--- config.mk ---
export PLATFORM = sky130hd
export DESIGN_NAME = seq_match_logger
export DESIGN_NICKNAME = d
export VERILOG_FILES = /design/src/rtl/seq_match_logger.sv
export SDC_FILE = /design/constraint.sdc
export NUM_CORES = 1
export LEC_CHECK = 0
export ABC_CLOCK_PERIOD_IN_PS = 3200
export BUFFER_PORTS_ARGS = -buffer_cell sky130_fd_sc_hd__buf_2
export CORE_ASPECT_RATIO = 0.6
export CORE_MARGIN = 2
export CORE_UTILIZATION = 50
export CTS_CLUSTER_DIAMETER = 120
export DETAILED_ROUTE_END_ITERATION = 10
export PLACE_DENSITY_LB_ADDON = 0.3
export SYNTH_ARGS = -nofsm -noshare
export SYNTH_HDL_FRONTEND = slang
export SYNTH_SLANG_ARGS = --single-unit
--- constraint.sdc ---
create_clock -name clk -period 3.2 [get_ports clk]
set_input_delay 0.16 -clock clk [delete_from_list [all_inputs] [get_ports clk]]
set_output_delay 0.16 -clock clk [all_outputs]
set_load 0.02 [all_outputs]
--- src/rtl/seq_match_logger.sv ---
// Timestamps "101" detector match pulses with a bit-time counter and queues them in a FIFO.
// Also tracks a saturating match count and a sticky overflow flag for drops on a full FIFO.
module seq_match_logger #(
    parameter int TS_W  = 8,
    parameter int CNT_W = 8,
    parameter int DEPTH = 4
) (
    input  logic                     clk,
    input  logic                     rst,
    input  logic                     en,
    input  logic                     det,
    input  logic                     clr,
    input  logic                     ts_ready,
    output logic                     ts_valid,
    output logic [TS_W-1:0]          ts_data,
    output logic [CNT_W-1:0]         match_cnt,
    output logic [$clog2(DEPTH):0]   level,
    output logic                     overflow
);

    localparam int AW = $clog2(DEPTH);
    localparam int LW = AW + 1;

    logic [TS_W-1:0] tcnt;
    logic [AW-1:0]   wptr;
    logic [AW-1:0]   rptr;
    logic [TS_W-1:0] mem [DEPTH];

    logic push;
    logic pop;
    logic full;
    logic accept;

    assign push     = en & det;
    assign full     = (level == LW'(DEPTH));
    assign ts_valid = (level != '0);
    assign pop      = ts_valid & ts_ready;
    // A full FIFO still takes a push when the head leaves on the same edge.
    assign accept   = push & (~full | pop);
    assign ts_data  = ts_valid ? mem[rptr] : '0;

    always_ff @(posedge clk or negedge rst) begin
        if (!rst) begin
            tcnt      <= '0;
            wptr      <= '0;
            rptr      <= '0;
            level     <= '0;
            match_cnt <= '0;
            overflow  <= 1'b0;
        end else if (clr) begin
            tcnt      <= '0;
            wptr      <= '0;
            rptr      <= '0;
            level     <= '0;
            match_cnt <= '0;
            overflow  <= 1'b0;
        end else begin
            if (en)
                tcnt <= tcnt + TS_W'(1);
            if (accept)
                wptr <= wptr + AW'(1);
            if (pop)
                rptr <= rptr + AW'(1);
            case ({accept, pop})
                2'b10:   level <= level + LW'(1);
                2'b01:   level <= level - LW'(1);
                default: level <= level;
            endcase
            if (push && full && !pop)
                overflow <= 1'b1;
            if (push && (match_cnt != {CNT_W{1'b1}}))
                match_cnt <= match_cnt + CNT_W'(1);
        end
    end

    // NOTE: storage has no reset; ts_data is gated by ts_valid, so stale entries are never observed.
    always_ff @(posedge clk) begin
        if (accept && !clr)
            mem[wptr] <= tcnt;
    end

endmodule

Yosys cells after proc, flatten, opt, wreduce, memory -nomap -nowiden
Memory sizes are Yosys's and may differ from the RTL's.
Cells that the tools add are included.
{ "word_totals": {"reg_bits": 24, "mem_bits_rw": 32, "inputBits": 6, "out_inout_bits": 21, "word_cells": 50, "mem_count": 1} }
{ "classes": {"addsub": 6, "eq_ne": 4, "muxes": 15, "n_bitwise": 5, "reduce_logical": 13} }
{ "memory_table": {"columns": ["memory", "words", "width", "read_ports", "rd_clocked_by_memory_dff", "write_ports", "line_no", "text"], "rows": [
  ["mem", 4, 8, 1, 0, 1, "27", "logic [TS_W-1:0] mem [DEPTH];"]
]} }
{ "ops": {"columns": ["operator", "count"], "rows": [
  ["$mux W8", 5],
  ["$add A8 B1 Y8 const B", 2],
  ["$reduce_bool A2 Y1", 5],
  ["$mux W2", 4],
  ["$ne A8 B8 Y1 const B", 1],
  ["$pmux W3 S2", 1],
  ["$reduce_bool A3 Y1", 2],
  ["$add A2 B1 Y2 const B", 2],
  ["$logic_and A1 B1 Y1", 4],
  ["$mux W1", 4],
  ["$add A3 B1 Y3 const B", 1],
  ["$and A1 B1 Y1", 3],
  ["$eq A3 B3 Y1 const B", 1],
  ["$mux W3", 1],
  ["$sub A3 B1 Y3 const B", 1],
  ["$eq A2 B1 Y1 const B", 1],
  ["$eq A2 B2 Y1 const B", 1],
  ["$logic_not A1 Y1", 2],
  ["$not A1 Y1", 1],
  ["$or A1 B1 Y1", 1]
]} }

Depth between registers and ports, before layout
{ "depth": {"word_depth": 7, "mapped_depth": 9, "mapped_depth_nobuf": 7} }

Least setup slack after synthesis
OpenSTA, ideal clock, no wires.
{ "synth_path": {"kind": "reg-to-reg", "from": "register level[2]", "to": "register level[2]", "setup_time_ps": 137, "arrival_ps": 2236, "required_ps": 3063, "setup_slack_ps": 827, "stages_incl_launch_ff": 10, "n_path_buf": 2, "synth_period_minus_slack_ps": 2373, "path_cell_list": "dfrtp_1 > clkbuf_1 > or3_1 > clkbuf_1 > nand2_1 > nor2_1 > fa_1 > and2_1 > o21ai_0 > a31oi_1"} }
{ "synth_via": {"elab_chain_cells": 7, "word_cells_on_any_way": 13, "classes_between": "add/sub (2); eq/ne (3); mux (2); bitwise (4); reduce/logical (2)"} }
{ "synth_rtl": {"columns": ["item", "line_no", "text"], "rows": [
  ["start: declaration", "17", "output logic [$clog2(DEPTH):0] level,"],
  ["start signal: assignment", "65", "2'b10: level <= level + LW'(1);"],
  ["start signal: assignment", "66", "2'b01: level <= level - LW'(1);"],
  ["start signal: assignment", "67", "default: level <= level;"],
  ["$reduce_bool A3 Y1 (*)", "36", "assign ts_valid = (level != '0);"],
  ["via ts_valid", "14", "output logic ts_valid,"],
  ["$and A1 B1 Y1 (*)", "37", "assign pop = ts_valid & ts_ready;"],
  ["$or A1 B1 Y1", "39", "assign accept = push & (~full | pop);"],
  ["$and A1 B1 Y1", "39", null],
  ["$eq A2 B1 Y1 / $eq A2 B2 Y1 (equally long branches)", "64", "case ({accept, pop})"],
  ["$pmux W3 S2", "64", null],
  ["$mux W3", "50", "end else if (clr) begin"]
]} }
Mark *: on every way through the listed nets, which the timed path passes. The rest lies on a longest branch.
A chain may end at the register's enable or synchronous reset.

Worst setup path in the final report
{ "layout_path": {"from": "register level[2]", "to": "register level[2]"} }
{ "layout_via": {"elab_chain_cells": 7, "word_cells_on_any_way": 13, "classes_between": "add/sub (2); eq/ne (3); mux (2); bitwise (4); reduce/logical (2)"} }
{ "layout_rtl": {"columns": ["item", "line_no"], "rows": [
  ["$reduce_bool A3 Y1 / $eq A3 B3 Y1 (equally long branches)", "36, 35"],
  ["$and A1 B1 Y1 / $not A1 Y1 (equally long branches)", "37, 39"],
  ["$or A1 B1 Y1", "39"],
  ["$and A1 B1 Y1", "39"],
  ["$eq A2 B1 Y1 / $eq A2 B2 Y1 (equally long branches)", "64"],
  ["$pmux W3 S2", "64"],
  ["$mux W3", "50"]
]} }
Several ways; a longest one is shown, not always the timed one.

==> results.yml <==
run_status:
  status: "finished clean"
setup_path:
  reg2reg_slack_ns: 0.91
  arrival_ns: 2.52
  slowest_delay_ns: 0.56
  end_kind: "register"
  path_cells: "or3_1, nand2_1, nor2_1, fa_1, nor3_1, o21ai_0, a31oi_1"
  required_ns: 3.43
  cp_slowest_cell: "or3_1"
  crit_type: "reg -> reg"
  path_delay_family: "simple AND/OR/NAND/NOR gates"
  path_max_fanout: 11
  startpoint_type: "register"
  path_buf_inv: 0
route:
  routedWlPerCell_um: 15.99
  drc: 0
  dr.pass1.iters: 4
  postRouteAntennaNets: 0
  via_per_inst: 5.505
  vias: 1536
  drt-initial-drc-count: 74
  drt-total-wl_um: 4461
floorplan:
  die_y_um: 59.14
  design.die.area_um2: 5672
  die_w_um: 95.90
  initial_core_util_pct: 50.88
  rows: 20
  ios: 27
  core_area_um2: 4980
final_layout:
  fin_nets: 225
  antenna_cells: 0
  fin_cells: 279
  area_delta_synth_final_pct: 10.72
  final_common_cell: "edfxtp_1"
  final_cell_mix: "edfxtp_1, buf_2, dfrtp_1"
  fin_util_pct: 56.33
  drive_gt1_share_pct: 23.00
timing:
  drv_slew: 0
  fin_ws_ns: 0.9092
  hold_slack_ns: 0.2348
  fin_crit_sh_pct: 71.59
  min_period_ns: 2.291
  setup_viol: 0
  clock.fmax_mhz: 436.5
  maxSlewHeadroom_pct: 62.61
  fin_worst_skew_ns: 0.005957
  worst_pin_slew_ns: 0.5582
  fin_setup_tns_ns: 0
  rsz0062_at_grt: "false"
  hold_viol_final: 0
hold_path:
  hold_class: "in -> reg"
grt:
  grt-ovfl-total: 0
  use_met2_pct: 25.67
  top_usage_layer: "met1"
  antenna_found_initial: 0
  met3_usage_pct: 4.071
  grt_pass1_vias: 1458
  grtUsageMet1_pct: 29.66
  grt_max_degree: 26
  grt_pass1_wl_um: 7659
  track_usage_pct: 18.63
power:
  power.internal_mw: 1.019
  p_seq_share_pct: 58.4
  power_frac_comb_pct: 14.3
  swShare_pct: 27.10
  ir_drop_mv: 0.3184
  p_clk_share_pct: 27.3
  switching_power_uw: 379.0
  p_per_area_nw_per_um2: 498.5
  power.leakage_nw: 1.180
yosys:
  synth_cell_types: 41
  syn_inst: 187
  avgSynthCellArea_um2: 13.55
  synth_fp_nets: 200
  yosys_warnings: 0
  synth-seq-area-share_pct: 61.63
  syn_area_um2: 2534
  ys_seq_elements: 56
job:
  drv_cap: 0
placed_design:
  place_hpwl_um: 3201
  place_ws_ns: 0.9436
  io_buffers: 26
  place.gp.congestion: 0.7919
  dp_cells: 270
clock_tree:
  postCtsHoldBufs: 1
  clk_latency_ns: 0.30
  cts_tree: "done"
  postCtsSetupBuffers: 0
  h-tree-depth: 2
  cts_buffer_depth: 2
  cts_buffers: 5
  clk_pin_slew_ns: 0.10
  cts_resized: 0
  cts_sinks: 56
  clockRootBuffer: "clkbuf_8"
==> layout make-up <==
| cell class | instances | area (µm²) |
|---|---|---|
| inverters | 6 | 22.52 |
| repair buffers | 27 | 140.1 |
| well taps | 66 | 82.58 |
| clock inverters | 3 | 23.77 |
| multi-input cells | 116 | 905.9 |
| fillers | 405 | 2175 |
| clock buffers | 5 | 68.82 |
| flip-flops and latches | 56 | 1562 |
==> sequential cells by signal (all words and copies together), names as in the netlist <==
signal	flops
mem	32
rptr	2
overflow	1
match_cnt	8
level	3
wptr	2
tcnt	8
==> metal layers <==
layer	vias to the layer above	routed length (µm)	share of wire, %
met4	0	47	1.1
met3	7	277	6.2
met2	49	1860	42
met5	-	0	0
met1	743	2274	51
li1	737	-	-
==> path summary, 6_finish.rpt <==
kind | startpoint | endpoint | depth (start not counted)
max in group asynchronous | rst | tcnt[7] | 2
min in group asynchronous | rst | match_cnt[6] | 2
hold reg to reg | overflow | overflow | 2
setup / recovery | level[2] | level[2] | 7
hold / removal | det | level[2] | 4
setup reg to reg | level[2] | level[2] | 7
==> power groups by stage <==
stage               logic (mW)  registers, mW  clock network, mW
floorplan                0.154          0.819                  0
global placement         0.199          0.830                  0
detailed placement       0.200          0.834                  0
CTS                      0.202          0.818              0.397
global route             0.224          0.824              0.435
finish                   0.200          0.817              0.382
==> synthesized netlist by cell type (all sizes together) <==
library cell | count | area [µm²]
or3 | 3 | 23.77
edfxtp | 32 | 960.9
ha | 6 | 75.07
nor2 | 21 | 78.83
xnor2 | 6 | 52.55
nor4 | 1 | 6.260
nor3 | 3 | 15.01
and4 | 3 | 27.53
clkbuf | 5 | 18.77
inv | 6 | 22.52
o21ai | 3 | 15.01
and2 | 10 | 63.81
a31o | 1 | 8.760
dfrtp | 24 | 600.6
nand4 | 4 | 25.02
o211ai | 1 | 7.510
mux4 | 8 | 180.2
mux2 | 1 | 11.26
and3 | 6 | 37.54
nand3 | 6 | 30.03
o31a | 1 | 8.760
fa | 1 | 20.02
a311oi | 2 | 17.52
a31oi | 2 | 12.51
nand2 | 8 | 37.54
a21oi | 2 | 10.01
a211oi | 2 | 15.01
nor2b | 1 | 6.260
a22oi | 1 | 7.510
mux2i | 3 | 30.03
or2 | 1 | 6.260
buf | 4 | 25.02
xor2 | 7 | 61.31
o22ai | 1 | 6.260
a41oi | 1 | 8.760
==> cells by family (layout without fill, tap and decap cells) <==
| family | after synthesis | after routing | synth area share, % |
|---|---|---|---|
| XOR/XNOR | 13 | 13 | 4.494 |
| buffers and inverters | 15 | 41 | 2.617 |
| adder cells (fa/ha/maj) | 7 | 7 | 3.753 |
| multiplexers | 12 | 12 | 8.741 |
| flip-flops | 56 | 56 | 61.63 |
| AND/OR/NAND/NOR | 67 | 67 | 14.12 |
| AO/OA/AOI/OAI | 17 | 17 | 4.642 |
==> worst register-to-register path: cells and delay by family (launching register included) <==
kind	cells	cell delay, ns
adders and majority gates	1	0.43
AOI/OAI and AO/OA	2	0.28
and+or+nand+nor	4	1.02
DFF	1	0.48
==> stage by stage <==
step                cell area (µm²)  power, mW
detailed placement             2703      1.034
CTS                            2805      1.417
finish                         2805      1.398
global route                   2805      1.483
floorplan                      2534     0.9732
global placement               2703      1.030
Power figures use the tool's default switching activity.
